[src/rtl/bcd_time_loader.sv]
// MM:SS cook timer: BCD digit entry by right-shift in IDLE, 1 Hz BCD countdown in RUN,
// pause/resume/clear via start/stop, and a fixed-length DONE pulse at 00:00.
module bcd_time_loader #(
    parameter int DONE_CYCLES = 8
) (
    input  logic       clk,
    input  logic       rst,
    input  logic [3:0] D,
    input  logic       loadn,
    input  logic       pgt_1Hz,
    input  logic       start,
    input  logic       stop,
    output logic [3:0] min_tens,
    output logic [3:0] min_ones,
    output logic [3:0] sec_tens,
    output logic [3:0] sec_ones,
    output logic       running,
    output logic       done
);

    localparam int CW = (DONE_CYCLES > 1) ? $clog2(DONE_CYCLES) : 1;

    typedef enum logic [1:0] {IDLE, RUN, PAUSE, DONE} state_t;

    state_t        state_reg, state_next;
    logic [3:0]    mt_reg, mo_reg, st_reg, so_reg;
    logic [3:0]    mt_next, mo_next, st_next, so_next;
    logic [CW-1:0] done_cnt_reg, done_cnt_next;
    logic          loadn_q_reg, tick_q_reg;
    logic          running_reg, done_reg;

    logic          load_event, tick_event, time_zero;
    logic [3:0]    dec_mt, dec_mo, dec_st, dec_so;
    logic          borrow_so, borrow_st, borrow_mo, dec_zero;

    assign load_event = loadn_q_reg & ~loadn;
    assign tick_event = ~tick_q_reg & pgt_1Hz;
    assign time_zero  = (mt_reg == 4'd0) && (mo_reg == 4'd0) && (st_reg == 4'd0) && (so_reg == 4'd0);

    // BCD borrow chain; sec_tens wraps to 5 so 6..9 entries simply count down.
    always_comb begin
        borrow_so = (so_reg == 4'd0);
        borrow_st = borrow_so && (st_reg == 4'd0);
        borrow_mo = borrow_st && (mo_reg == 4'd0);
        dec_so    = borrow_so ? 4'd9 : so_reg - 4'd1;
        dec_st    = borrow_so ? (borrow_st ? 4'd5 : st_reg - 4'd1) : st_reg;
        dec_mo    = borrow_st ? (borrow_mo ? 4'd9 : mo_reg - 4'd1) : mo_reg;
        dec_mt    = borrow_mo ? mt_reg - 4'd1 : mt_reg;
        dec_zero  = (dec_mt == 4'd0) && (dec_mo == 4'd0) && (dec_st == 4'd0) && (dec_so == 4'd0);
    end

    always_comb begin
        state_next    = state_reg;
        mt_next       = mt_reg;
        mo_next       = mo_reg;
        st_next       = st_reg;
        so_next       = so_reg;
        done_cnt_next = done_cnt_reg;
        case (state_reg)
            IDLE: begin
                if (stop) begin
                    {mt_next, mo_next, st_next, so_next} = 16'h0000;
                end else if (start && !time_zero) begin
                    state_next = RUN;
                end else if (load_event && (D <= 4'd9)) begin
                    {mt_next, mo_next, st_next, so_next} = {mo_reg, st_reg, so_reg, D};
                end
            end
            RUN: begin
                if (stop) begin
                    state_next = PAUSE;
                end else if (tick_event) begin
                    {mt_next, mo_next, st_next, so_next} = {dec_mt, dec_mo, dec_st, dec_so};
                    if (dec_zero) begin
                        state_next    = DONE;
                        done_cnt_next = CW'(DONE_CYCLES - 1);
                    end
                end
            end
            PAUSE: begin
                if (stop) begin
                    state_next = IDLE;
                    {mt_next, mo_next, st_next, so_next} = 16'h0000;
                end else if (start) begin
                    state_next = RUN;
                end
            end
            DONE: begin
                if (stop || start || (done_cnt_reg == '0)) begin
                    state_next = IDLE;
                end else begin
                    done_cnt_next = done_cnt_reg - 1'b1;
                end
            end
            default: state_next = IDLE;
        endcase
    end

    always_ff @(posedge clk) begin
        if (rst) begin
            state_reg    <= IDLE;
            mt_reg       <= 4'd0;
            mo_reg       <= 4'd0;
            st_reg       <= 4'd0;
            so_reg       <= 4'd0;
            done_cnt_reg <= '0;
            loadn_q_reg  <= 1'b1;
            tick_q_reg   <= 1'b1;
            running_reg  <= 1'b0;
            done_reg     <= 1'b0;
        end else begin
            state_reg    <= state_next;
            mt_reg       <= mt_next;
            mo_reg       <= mo_next;
            st_reg       <= st_next;
            so_reg       <= so_next;
            done_cnt_reg <= done_cnt_next;
            loadn_q_reg  <= loadn;
            tick_q_reg   <= pgt_1Hz;
            running_reg  <= (state_next == RUN);
            done_reg     <= (state_next == DONE);
        end
    end

    assign min_tens = mt_reg;
    assign min_ones = mo_reg;
    assign sec_tens = st_reg;
    assign sec_ones = so_reg;
    assign running  = running_reg;
    assign done     = done_reg;

endmodule

[config.mk]
export PLATFORM = sky130hd
export DESIGN_NAME = bcd_time_loader
export DESIGN_NICKNAME = d
export VERILOG_FILES = /design/src/rtl/bcd_time_loader.sv
export SDC_FILE = /design/constraint.sdc
export NUM_CORES = 1
export LEC_CHECK = 0
export CELL_PAD_IN_SITES_DETAIL_PLACEMENT = 1
export CELL_PAD_IN_SITES_GLOBAL_PLACEMENT = 1
export CORE_UTILIZATION = 43
export CTS_CLUSTER_DIAMETER = 30
export DETAILED_ROUTE_END_ITERATION = 12
export GPL_ROUTABILITY_DRIVEN = 0
export PLACE_DENSITY_LB_ADDON = 0.15
export RECOVER_POWER = 100
export SETUP_SLACK_MARGIN = 0.5
export SYNTH_ARGS = -nofsm -noshare
export SYNTH_HDL_FRONTEND = slang
export SYNTH_SLANG_ARGS = --single-unit
[constraint.sdc]
create_clock -name clk -period 6.95 [get_ports clk]
set_input_delay 1.39 -clock clk [delete_from_list [all_inputs] [get_ports clk]]
set_output_delay 1.39 -clock clk [all_outputs]
set_load 0.005 [all_outputs]
==> results.tsv, run 1 <==
stage	metric	value	unit
timing	crit path time final	3.89	ns
worst_setup_path	category of the worst setup path capture point	register	
floorplan	overall die height	67.2	um
power	reported leakage power	0.809	nW
timing	setup repair after global routing missed its margin	no	
routing	drt first-iter violations	147	
yosys	area share of fa/ha/maj cells after synthesis	0.0752	
worst_setup_path	Worst R2R Start	sec_ones[1]$_SDFFE_PP0P_	
worst_setup_path	first element of the critical path	pgt_1Hz	
yosys	Synth Area in Compound Gates	0.278	
clock_tree	Clock Latency Late Sink	0.27	ns
floorplan	Die ar.	4520	um^2
yosys	number of nets produced by synthesis	253	
clock_tree	number of sinks handled by clock tree synthesis	25	
grt	antenna violations before repair	0	
placement	half-perimeter wire length after placement	3640	um
worst_setup_path	Crit Path Category	input pin to register	
grt	pin count of the biggest net entering global routing	33	
timing	number of max-slew violations in the final report	0	
yosys	sequential-to-total area share from yosys stat	0.273	
routing	remaining antenna violation count	0	
placement	instance area at placement	2100	um^2
layout	# fillers	509	
layout	final std cell area, no fill	2120	um^2
routing	Via density	5.88	
worst_setup_path	kind of cell adding the most delay to the critical path	buffers and inverters	
worst_setup_path	nature of the critical path startpoint	input pin	
worst_setup_path	FF-to-FF setup slack	3.37	ns
clock_tree	clock transition at the registers of the reported paths	0.09	ns
yosys	dominant combinational cell family by area after synthesis	compound AO/OA/AOI/OAI gates	
timing	maximum achievable frequency	0.257	GHz
worst_setup_path	number of cells on the worst reg-to-reg path	7	
layout	Layout Area Growth over Synthesis	15.6	%
floorplan	die boundary width	67.2	um
timing	Max-Slew Margin vs Limit	0.122	
clock_tree	clock tree from TritonCTS	done	
layout	antenna cell count	0	
yosys	share of the synthesized area in the top cell type	0.273	
yosys	area of the mapped netlist	1830	um^2
clock_tree	Clock Root Buffer	sky130_fd_sc_hd__clkbuf_8	
yosys	synthesized area divided by synthesized cell count	7.89	um^2
yosys	area share of xor/xnor cells in the synthesized design	0.0191	
placement	count of placed standard cells including taps	296	
yosys	proportion of register bits with asynchronous set or reset after synthesis	0	
timing	setup tns final	0	ns
yosys	count of unique library cells instantiated by Yosys	54	
timing	total setup violations reported at the end of the flow	0	
timing	slew at the pin closest to its max-slew limit	1.32	ns
worst_setup_path	slowest cell delay on critical path	0.98	ns
yosys	simple-gate area share of the yosys netlist	0.268	
worst_setup_path	Reg-to-Reg End	min_tens[3]$_SDFFE_PP0P_	
placement	Port-buffer cells	27	
routing	drc violations	0	
worst_setup_path	CP Cell Sequence	dlygate4sd3_1 > nor2b_1 > nand2_1 > a221o_1 > a21oi_1 > clkbuf_1 > o211a_1 > nor3_1	
floorplan	initial cell density of the core	0.451	
layout	Sequential cell area	500	um^2
worst_setup_path	top fanout value on the critical path	32	
routing	number of vias after detailed routing	1763	
timing	Final Hold Viols	0	
layout	share of cells above drive strength 1	0.0640	
routing	first-pass detailed-route iteration total	4	
yosys	mux share of post-synthesis cell area	0.0109	
yosys	cell types with the largest area share after synthesis	sky130_fd_sc_hd__dfxtp_1 (27%), sky130_fd_sc_hd__ha_1 (7.5%), sky130_fd_sc_hd__nor2_1 (7.0%)	
yosys	Yosys warning total	0	
floorplan	Core Area	4060	um^2
routing	drt wl/cell	16.7	um
power	maximum vdd drop	0.000141	V
yosys	most used flip-flop cell after synthesis	sky130_fd_sc_hd__dfxtp_1	
grt	Total Routing Usage GR	0.235	
status	status	finished, final reports clean	
clock_tree	post-cts repair resize count	0	
worst_setup_path	crit path to	min_tens[3]$_SDFFE_PP0P_	
worst_setup_path	Bufs and invs on worst path	2	
layout	commonest non-fill, non-tap cell in the layout	sky130_fd_sc_hd__nor2_1	
clock_tree	# Post-CTS Setup Buffers	0	
worst_setup_path	Critical Path AT	4.03	ns
power	PD cells	250	nW/um^2
worst_setup_path	WP data required	7.08	ns
floorplan	Core Rows	23	
timing	fraction of the cycle the final worst path needs	0.560	
grt	overflow left after global routing	0	
worst_setup_path	instance count on the critical path	8	
power	post-layout total power	0.529	mW
routing	total wire length	5000	um
yosys	synthesized instance count	232	
yosys	area leader, netlist	sky130_fd_sc_hd__dfxtp_1	
layout	commonest cells after routing, fill and taps aside	sky130_fd_sc_hd__nor2_1 (34), sky130_fd_sc_hd__dfxtp_1 (25), sky130_fd_sc_hd__a21oi_1 (23), sky130_fd_sc_hd__dlygate4sd3_1 (20), sky130_fd_sc_hd__inv_1 (16)	
clock_tree	number of buffers created by CTS	3	
worst_setup_path	cell type of the slowest stage on the worst timing path	sky130_fd_sc_hd__clkbuf_1	
job	max-cap violation count	0	
floorplan	number of top-level pins	28	
clock_tree	maximum count of clock buffers along a single path	2	
clock_tree	quantity of hold-fixing buffers added after cts	0	
yosys	Synth Register Bits	25	
grt	global-route wire length before repair	8070	um
layout	number of standard cells in the final layout excluding fillers	300	
layout	Post-layout nets	272	
layout	area used by multi-input combinational logic	1170	um^2
grt	vias in the first global route	1623	
yosys	number of enable flip-flop cells after synthesis	0	
hold_path	type of the most critical hold path	register to register	
timing	clock skew	0.00664	ns
timing	Hold Slack	0.498	ns
clock_tree	Clock H-tree levels	1	
## synth_stat cells, types with 4 or more instances
cell and instances:
sky130_fd_sc_hd__a211oi_1 15, sky130_fd_sc_hd__a21oi_1 21, sky130_fd_sc_hd__clkbuf_1 10, sky130_fd_sc_hd__dfxtp_1 25
sky130_fd_sc_hd__ha_1 11, sky130_fd_sc_hd__inv_1 16, sky130_fd_sc_hd__nand2_1 14, sky130_fd_sc_hd__nand3_1 4
sky130_fd_sc_hd__nand4_1 6, sky130_fd_sc_hd__nor2_1 34, sky130_fd_sc_hd__nor2b_1 4, sky130_fd_sc_hd__nor3_1 9
sky130_fd_sc_hd__o21ai_0 6
## worst reg2reg max path, cell delays in order (launching register included)
cell,delay (ns)
sky130_fd_sc_hd__dfxtp_1,0.44
sky130_fd_sc_hd__nor4_4,0.83
sky130_fd_sc_hd__a41oi_1,0.37
sky130_fd_sc_hd__nand4bb_1,0.31
sky130_fd_sc_hd__a21oi_1,0.18
sky130_fd_sc_hd__clkbuf_1,0.98
sky130_fd_sc_hd__o211a_1,0.30
sky130_fd_sc_hd__nor3_1,0.05
## cell families (layout without fill, tap and decap cells)
kind of cell | count (synthesis) | count (layout)
AND/OR/NAND/NOR | 90 | 90
buffers and inverters | 31 | 49
AO/OA/AOI/OAI | 69 | 69
flip-flops | 25 | 25
XOR/XNOR | 4 | 4
multiplexers | 2 | 2
adder cells (fa/ha/maj) | 11 | 11
## routing by layer
| layer | track usage | wire length [um] | vias to the layer above |
|---|---|---|---|
| li1 | - | - | 878 |
| met1 | 0.337 | 2630 | 857 |
| met2 | 0.371 | 2220 | 26 |
| met3 | 0.0405 | 130 | 2 |
| met4 | 0.0319 | 18 | 0 |
| met5 | 0 | 0 | - |
## layout make-up
| cell class | instances | area share |
|---|---|---|
| inverter | 16 | 0.0284 |
| sequential | 25 | 0.237 |
| tap | 50 | 0.0296 |
| timing repair buffer | 29 | 0.133 |
| clock buffer | 4 | 0.0213 |
| multi-input combinational | 176 | 0.551 |
## power by group
group          leakage [nW]  switching [mW]  internal (mW)
Sequential            0.206          0.0391          0.163
Clock                0.0228          0.0478         0.0411
Combinational         0.581           0.135          0.103
Total                 0.809           0.222          0.307
## per-stage QoR
stage	setup slack, ns	utilization
detailed placement	3.56	0.518
global placement	3.63	0.518
floorplan	4.31	-
finish	3.06	0.521
global route	2.81	0.521
CTS	3.83	0.529
## how the worst min path moves through the flow
stage	end	slack, ns	depth (start not counted)	start
CTS	done_cnt_reg[0]$_SDFFE_PP0P_	0.50	2	done_cnt_reg[0]$_SDFFE_PP0P_
global placement	done_cnt_reg[0]$_SDFFE_PP0P_	0.47	2	done_cnt_reg[0]$_SDFFE_PP0P_
floorplan	done_cnt_reg[0]$_SDFFE_PP0P_	0.45	2	done_cnt_reg[0]$_SDFFE_PP0P_
finish	done_cnt_reg[0]$_SDFFE_PP0P_	0.50	2	done_cnt_reg[0]$_SDFFE_PP0P_
detailed placement	done_cnt_reg[0]$_SDFFE_PP0P_	0.49	2	done_cnt_reg[0]$_SDFFE_PP0P_
global route	done_cnt_reg[0]$_SDFFE_PP0P_	0.53	2	done_cnt_reg[0]$_SDFFE_PP0P_
No activity file was read; power rests on OpenSTA's default activity.
==> run 2, diff against run 1 <==
- CORE_UTILIZATION: 43 -> 36
- clock period: 6.95 -> 3.26 ns (I/O delays scaled with it)
==> run 2 against run 1 <==
  * Via count up 2.0%
  * Design area up 4.5%
  * Wire length up 4.4%
  * Non-clock buffer count up 9
  * Largest cell class unchanged
  * Critical endpoint is now done_cnt_reg[0]$_SDFFE_PP0P_
  * Clock skew down 0.0030 ns
==> results.tsv, run 2 (same netlist as run 1, synthesis figures left out) <==
stage	metric	value	unit	change
status	status	finished, final reports clean		
worst_setup_path	slowest cell delay on critical path	0.60	ns	-0.38 ns
floorplan	Core Rows	25		+8.7%
worst_setup_path	Critical Path AT	2.94	ns	-1.09 ns
clock_tree	Clock Root Buffer	sky130_fd_sc_hd__clkbuf_8		
clock_tree	number of sinks handled by clock tree synthesis	25		unchanged
timing	maximum achievable frequency	0.366	GHz	
routing	drt wl/cell	16.0	um	-3.9%
timing	setup tns final	0	ns	unchanged
power	sequential share of power	0.359		-0.022
placement	instance area at placement	2160	um^2	+2.8%
timing	clock skew	0.00368	ns	-0.00296 ns
power	fraction of power consumed by the clock network	0.166		-0.002
placement	half-perimeter wire length after placement	3660	um	+0.49%
floorplan	number of top-level pins	28		unchanged
floorplan	Die ar.	5370	um^2	+19%
worst_setup_path	cell type of the slowest stage on the worst timing path	sky130_fd_sc_hd__a2111oi_2		
clock_tree	maximum count of clock buffers along a single path	2		unchanged
layout	commonest cells after routing, fill and taps aside	sky130_fd_sc_hd__nor2_1 (34), sky130_fd_sc_hd__dfxtp_1 (25), sky130_fd_sc_hd__a21oi_1 (21), sky130_fd_sc_hd__dlygate4sd3_1 (17), sky130_fd_sc_hd__inv_1 (16)		
layout	share of cells above drive strength 1	0.100		+0.0364
layout	commonest non-fill, non-tap cell in the layout	sky130_fd_sc_hd__nor2_1		
timing	Hold Slack	0.491	ns	-0.00732 ns
hold_path	type of the most critical hold path	register to register		
grt	global-route wire length before repair	8610	um	+6.7%
power	maximum vdd drop	0.000231	V	+63%
power	reported leakage power	0.842	nW	+4.1%
timing	number of max-slew violations in the final report	0		unchanged
power	combinational fraction of design power	0.475		+0.024
grt	vias in the first global route	1705		+5.1%
clock_tree	clock transition at the registers of the reported paths	0.09	ns	about the same
layout	final std cell area, no fill	2210	um^2	+4.5%
worst_setup_path	CP Cell Sequence	inv_1 > ha_1 > nor3b_4 > nand2_1 > o211ai_1 > nand4_2 > a2111oi_2 > o2bb2ai_1		
timing	setup repair after global routing missed its margin	no		
worst_setup_path	WP data required	3.47	ns	-3.61 ns
routing	first-pass detailed-route iteration total	4		unchanged
floorplan	initial cell density of the core	0.380		-0.0711
clock_tree	quantity of hold-fixing buffers added after cts	0		unchanged
power	Internal Dissipation	0.690	mW	+130%
power	NetSw	0.487	mW	+120%
layout	Layout Area Growth over Synthesis	20.8	%	
timing	slew at the pin closest to its max-slew limit	0.665	ns	-0.652 ns
power	PD cells	533	nW/um^2	+110%
floorplan	die boundary width	73.3	um	+9.0%
placement	Port-buffer cells	27		unchanged
clock_tree	Clock Latency Late Sink	0.28	ns	about the same
job	max-cap violation count	0		unchanged
layout	antenna cell count	0		unchanged
layout	# fillers	621		+22%
timing	crit path time final	2.73	ns	
floorplan	Core Area	4820	um^2	+19%
timing	Max-Slew Margin vs Limit	0.555		+0.433
power	switching power as a share of total power	0.414		-0.00655
grt	Total Routing Usage GR	0.208		-0.0269
grt	antenna violations before repair	0		unchanged
worst_setup_path	nature of the critical path startpoint	register		
clock_tree	clock tree from TritonCTS	done		
routing	drc violations	0		unchanged
grt	pin count of the biggest net entering global routing	33		unchanged
layout	final standard cell utilization of the core	0.459		-0.0625
timing	total setup violations reported at the end of the flow	0		unchanged
timing	fraction of the cycle the final worst path needs	0.838		
routing	total wire length	5220	um	+4.4%
routing	number of vias after detailed routing	1799		+2.0%
routing	drt first-iter violations	52		-65%
grt	overflow left after global routing	0		unchanged
routing	remaining antenna violation count	0		unchanged
worst_setup_path	category of the worst setup path capture point	register		
worst_setup_path	Crit Path Category	register to register		
timing	Final Hold Viols	0		unchanged
layout	Post-layout nets	281		+3.3%
floorplan	overall die height	73.3	um	+9.0%
clock_tree	Clock H-tree levels	1		unchanged
routing	Via density	5.52		-6.1%
clock_tree	number of buffers created by CTS	3		unchanged
worst_setup_path	top fanout value on the critical path	8		-75%
[run 2: cell count changes in the layout (fill, tap and decap cells not counted), sizes merged]
cell	before	now
buf	1	7
clkbuf	5	7
clkdlybuf4s50	7	10
clkinv	0	1
dlygate4sd3	20	17
[run 2: power groups by stage]
stage | Sequential, mW | Combinational, mW | Clock, mW
6_report | 0.423 | 0.559 | 0.196
5_1_grt | 0.431 | 0.621 | 0.211
4_1_cts | 0.423 | 0.549 | 0.204
3_5_place_dp | 0.430 | 0.547 | 0
3_3_place_gp | 0.428 | 0.540 | 0
2_1_floorplan | 0.396 | 0.397 | 0
[run 2: critical path: cells and delay by family (launching register included)]
kind                       cells  cell delay, ns
AOI/OAI and AO/OA              3            1.14
buffers and inverters          1            0.15
adders and majority gates      1            0.21
and+or+nand+nor                3            0.78
DFF                            1            0.38
[run 2: final cells by class]
| type | instances | area, um^2 | area share |
|---|---|---|---|
| Tap cell | 67 | 83.8 | 0.0379 |
| Inverter | 16 | 60.1 | 0.0272 |
| Multi-Input combinational cell | 176 | 1180 | 0.534 |
| Sequential cell | 25 | 500 | 0.226 |
| Clock inverter | 1 | 5.00 | 0.00226 |
| Timing Repair Buffer | 38 | 339 | 0.153 |
| Clock buffer | 3 | 41.3 | 0.0187 |
[run 2: metal layers]
metal  part of all wire  wire length [um]  vias to the layer above  global-route usage
li1                   -                 -                      899                   -
met1               0.52              2700                      866               0.283
met2               0.44              2310                       30               0.342
met3              0.030               155                        4              0.0261
met4              0.011                58                        0              0.0641
met5                  0                 0                        -                   0
[run 2: per-stage QoR]
stage,cells,setup slack (ns),power [mW]
5_1_grt,326,0.296,1.26
3_5_place_dp,318,0.543,0.976
2_1_floorplan,232,1.02,0.793
4_1_cts,322,0.634,1.18
3_3_place_gp,318,0.592,0.969
6_report,326,0.529,1.18
[run 2: worst paths after layout]
path / from / end / slack [ns] / cells after the start
setup reg to reg: sec_tens[1]$_SDFFE_PP0P_ / done_cnt_reg[0]$_SDFFE_PP0P_ / 0.53 / 8
setup / recovery: sec_tens[1]$_SDFFE_PP0P_ / done_cnt_reg[0]$_SDFFE_PP0P_ / 0.53 / 8
hold / removal: done_cnt_reg[0]$_SDFFE_PP0P_ / done_cnt_reg[0]$_SDFFE_PP0P_ / 0.49 / 2
hold reg to reg: done_cnt_reg[0]$_SDFFE_PP0P_ / done_cnt_reg[0]$_SDFFE_PP0P_ / 0.49 / 2
[run 2: repair_timing]
item / 4_1_cts / 5_1_grt
buffers inserted: 0 / 4
resized for setup: 0 / 1
setup endpoints to repair: 0 / 18
==> RTL change (settings of run 2) <==
The output `done` loses its register stage (`done_reg` becomes a continuous assignment).
--- a/src/rtl/bcd_time_loader.sv
+++ b/src/rtl/bcd_time_loader.sv
@@ -107,7 +107,6 @@
             loadn_q_reg  <= 1'b1;
             tick_q_reg   <= 1'b1;
             running_reg  <= 1'b0;
-            done_reg     <= 1'b0;
         end else begin
             state_reg    <= state_next;
             mt_reg       <= mt_next;
@@ -118,9 +117,10 @@
             loadn_q_reg  <= loadn;
             tick_q_reg   <= pgt_1Hz;
             running_reg  <= (state_next == RUN);
-            done_reg     <= (state_next == DONE);
         end
     end
+
+    assign done_reg = (state_next == DONE);
 
     assign min_tens = mt_reg;
     assign min_ones = mo_reg;
Function: changed (a bounded check fails within 4 cycles, from zero or initial values and one cycle with rst high).
==> RTL change against run 2 <==
  * Sequential cell count shrank 1
  * Largest cell class unchanged
  * Cell area up 13%
  * Area after synthesis fell by 4.1%
  * Worst setup slack got worse by 0.58 ns
  * The flow now finishes with violations (negative setup slack)
  * Synthesized cell count grew 2.6%
  * Maximum frequency shrank 17%
  * Wire length rose by 16%
Power is not compared: it rests on default switching activity, and its combinational part moved more than twofold at a synthesized area within 25%.
==> RTL change: results <==
export IMPL_timing_critical_path_arrival_ns=2.66
export IMPL_grt_pass1_wl_um=9790
export IMPL_postSynthNetCount=259
export IMPL_hp_start="done_cnt_reg[2]$_SDFFE_PP0P_"
export IMPL_critical_path_max_stage_delay_ns=0.43
export IMPL_drtPass1Iterations=4
export IMPL_setup_viol_count_final=1
export IMPL_violated_checks="negative setup slack"
export IMPL_yosysWarningCount=0
export IMPL_filler_cell_count=576
export IMPL_finalClockSkew_ns=0.00229
export IMPL_place_hpwl_um=4470
export IMPL_max_slew_worst_pin_slew_ns=0.600
export IMPL_synth_top_cells_by_count="30 x nor2_1, 24 x dfxtp_1, 19 x inv_1, 18 x a21oi_1"
export IMPL_finish_net_count=312
export IMPL_status="finished with violations"
export IMPL_crit_family="simple AND/OR/NAND/NOR gates"
export IMPL_drive_above_1_share=0.234
export IMPL_num_vias=1969
export IMPL_hold_path_end="done_cnt_reg[2]$_SDFFE_PP0P_"
export IMPL_worst_r2r_setup_slack_ns=0.50
export IMPL_critical_path_slowest_cell="or4_4"
export IMPL_setup_tns_final_ns=-0.0472
export IMPL_netlist_cell_type_count=48
export IMPL_timing_final_ws_setup_ns=-0.0472
export IMPL_postPlaceCellArea_sq_um=2360
export IMPL_iteration_0_drc_markers=88
export IMPL_inserted_diodes=0
export IMPL_hold_worst_slack_ns=0.461
export IMPL_synth_yosys_seq_area_share=0.274
export IMPL_rr_worst_depth=9
export IMPL_crit_path_max_fo=2
export IMPL_worst_r2r_endpoint="done_cnt_reg[1]$_SDFFE_PP0P_"
-- RTL change: changes by cell type after synthesis, sizes merged, moves of 5 or more --
cell | run 2 | this run
o21ai | 6 | 11
nor4 | 2 | 7
nand4 | 8 | 3
a21oi | 23 | 18
-- RTL change: metal layers --
metal | track usage | part of all wire
met5 | 0 | 0
met2 | 0.401 | 0.46
met3 | 0.0225 | 0.018
met1 | 0.339 | 0.51
met4 | 0.0610 | 0.0064
-- RTL change: worst max-delay path by stage --
stage	endpoint	slack, ns	depth (start not counted)
floorplan	done	0.21	10
global placement	done	-0.52	8
detailed placement	done	-0.60	8
CTS	done	-0.06	9
global route	done	-0.15	9
finish	done	-0.05	9
-- RTL change: kinds of logic (layout without fill, tap and decap cells) --
family                   after synthesis  in the layout  share of synthesized area
AND/OR/NAND/NOR                       83             83                      0.238
XOR/XNOR                               2              2                    0.00998
adder cells (fa/ha/maj)               11             11                     0.0784
AO/OA/AOI/OAI                         76             76                      0.294
buffers and inverters                 41             93                     0.0998
flip-flops                            24             24                      0.274
multiplexers                           1              1                    0.00570
-- RTL change: repair_timing --
action,CTS,global route
setup buffers,0,0
setup endpoints to repair,6,10
gates resized for setup,11,11
pin swaps,0,4
cloned,0,0
-- RTL change: per-stage QoR --
step | utilization | total power [mW] | setup WS (ns) | instances
final | 0.531 | 2.61 | -0.0472 | 344
after detailed placement | 0.504 | 2.26 | -0.596 | 340
after CTS | 0.522 | 2.54 | -0.0577 | 344
after global placement | 0.504 | 2.23 | -0.522 | 340
after floorplan | - | 1.53 | 0.211 | 238
after global routing | 0.531 | 2.80 | -0.150 | 344
-- RTL change: tightest hold or removal path, delay by kind of cell (launching register included) --
family / cells / cell delay (ns)
AOI/OAI and AO/OA: 1 / 0.05
DFF: 1 / 0.32
and+or+nand+nor: 1 / 0.05
-- RTL change: power groups by stage --
stage / clock [mW] / combinational [mW] / sequential (mW)
after global routing: 0.233 / 2.05 / 0.522
after floorplan: 0 / 1.02 / 0.504
final: 0.218 / 1.88 / 0.509
after detailed placement: 0 / 1.75 / 0.508
after CTS: 0.227 / 1.81 / 0.507
after global placement: 0 / 1.72 / 0.505
-- RTL change: cell type report --
cell class              instances  share of cell area
inverters                      19              0.0317
flip-flops and latches         24               0.196
clock buffers                   4              0.0221
repair buffers                 70               0.239
well taps                      54              0.0271
multi-input cells             173               0.484
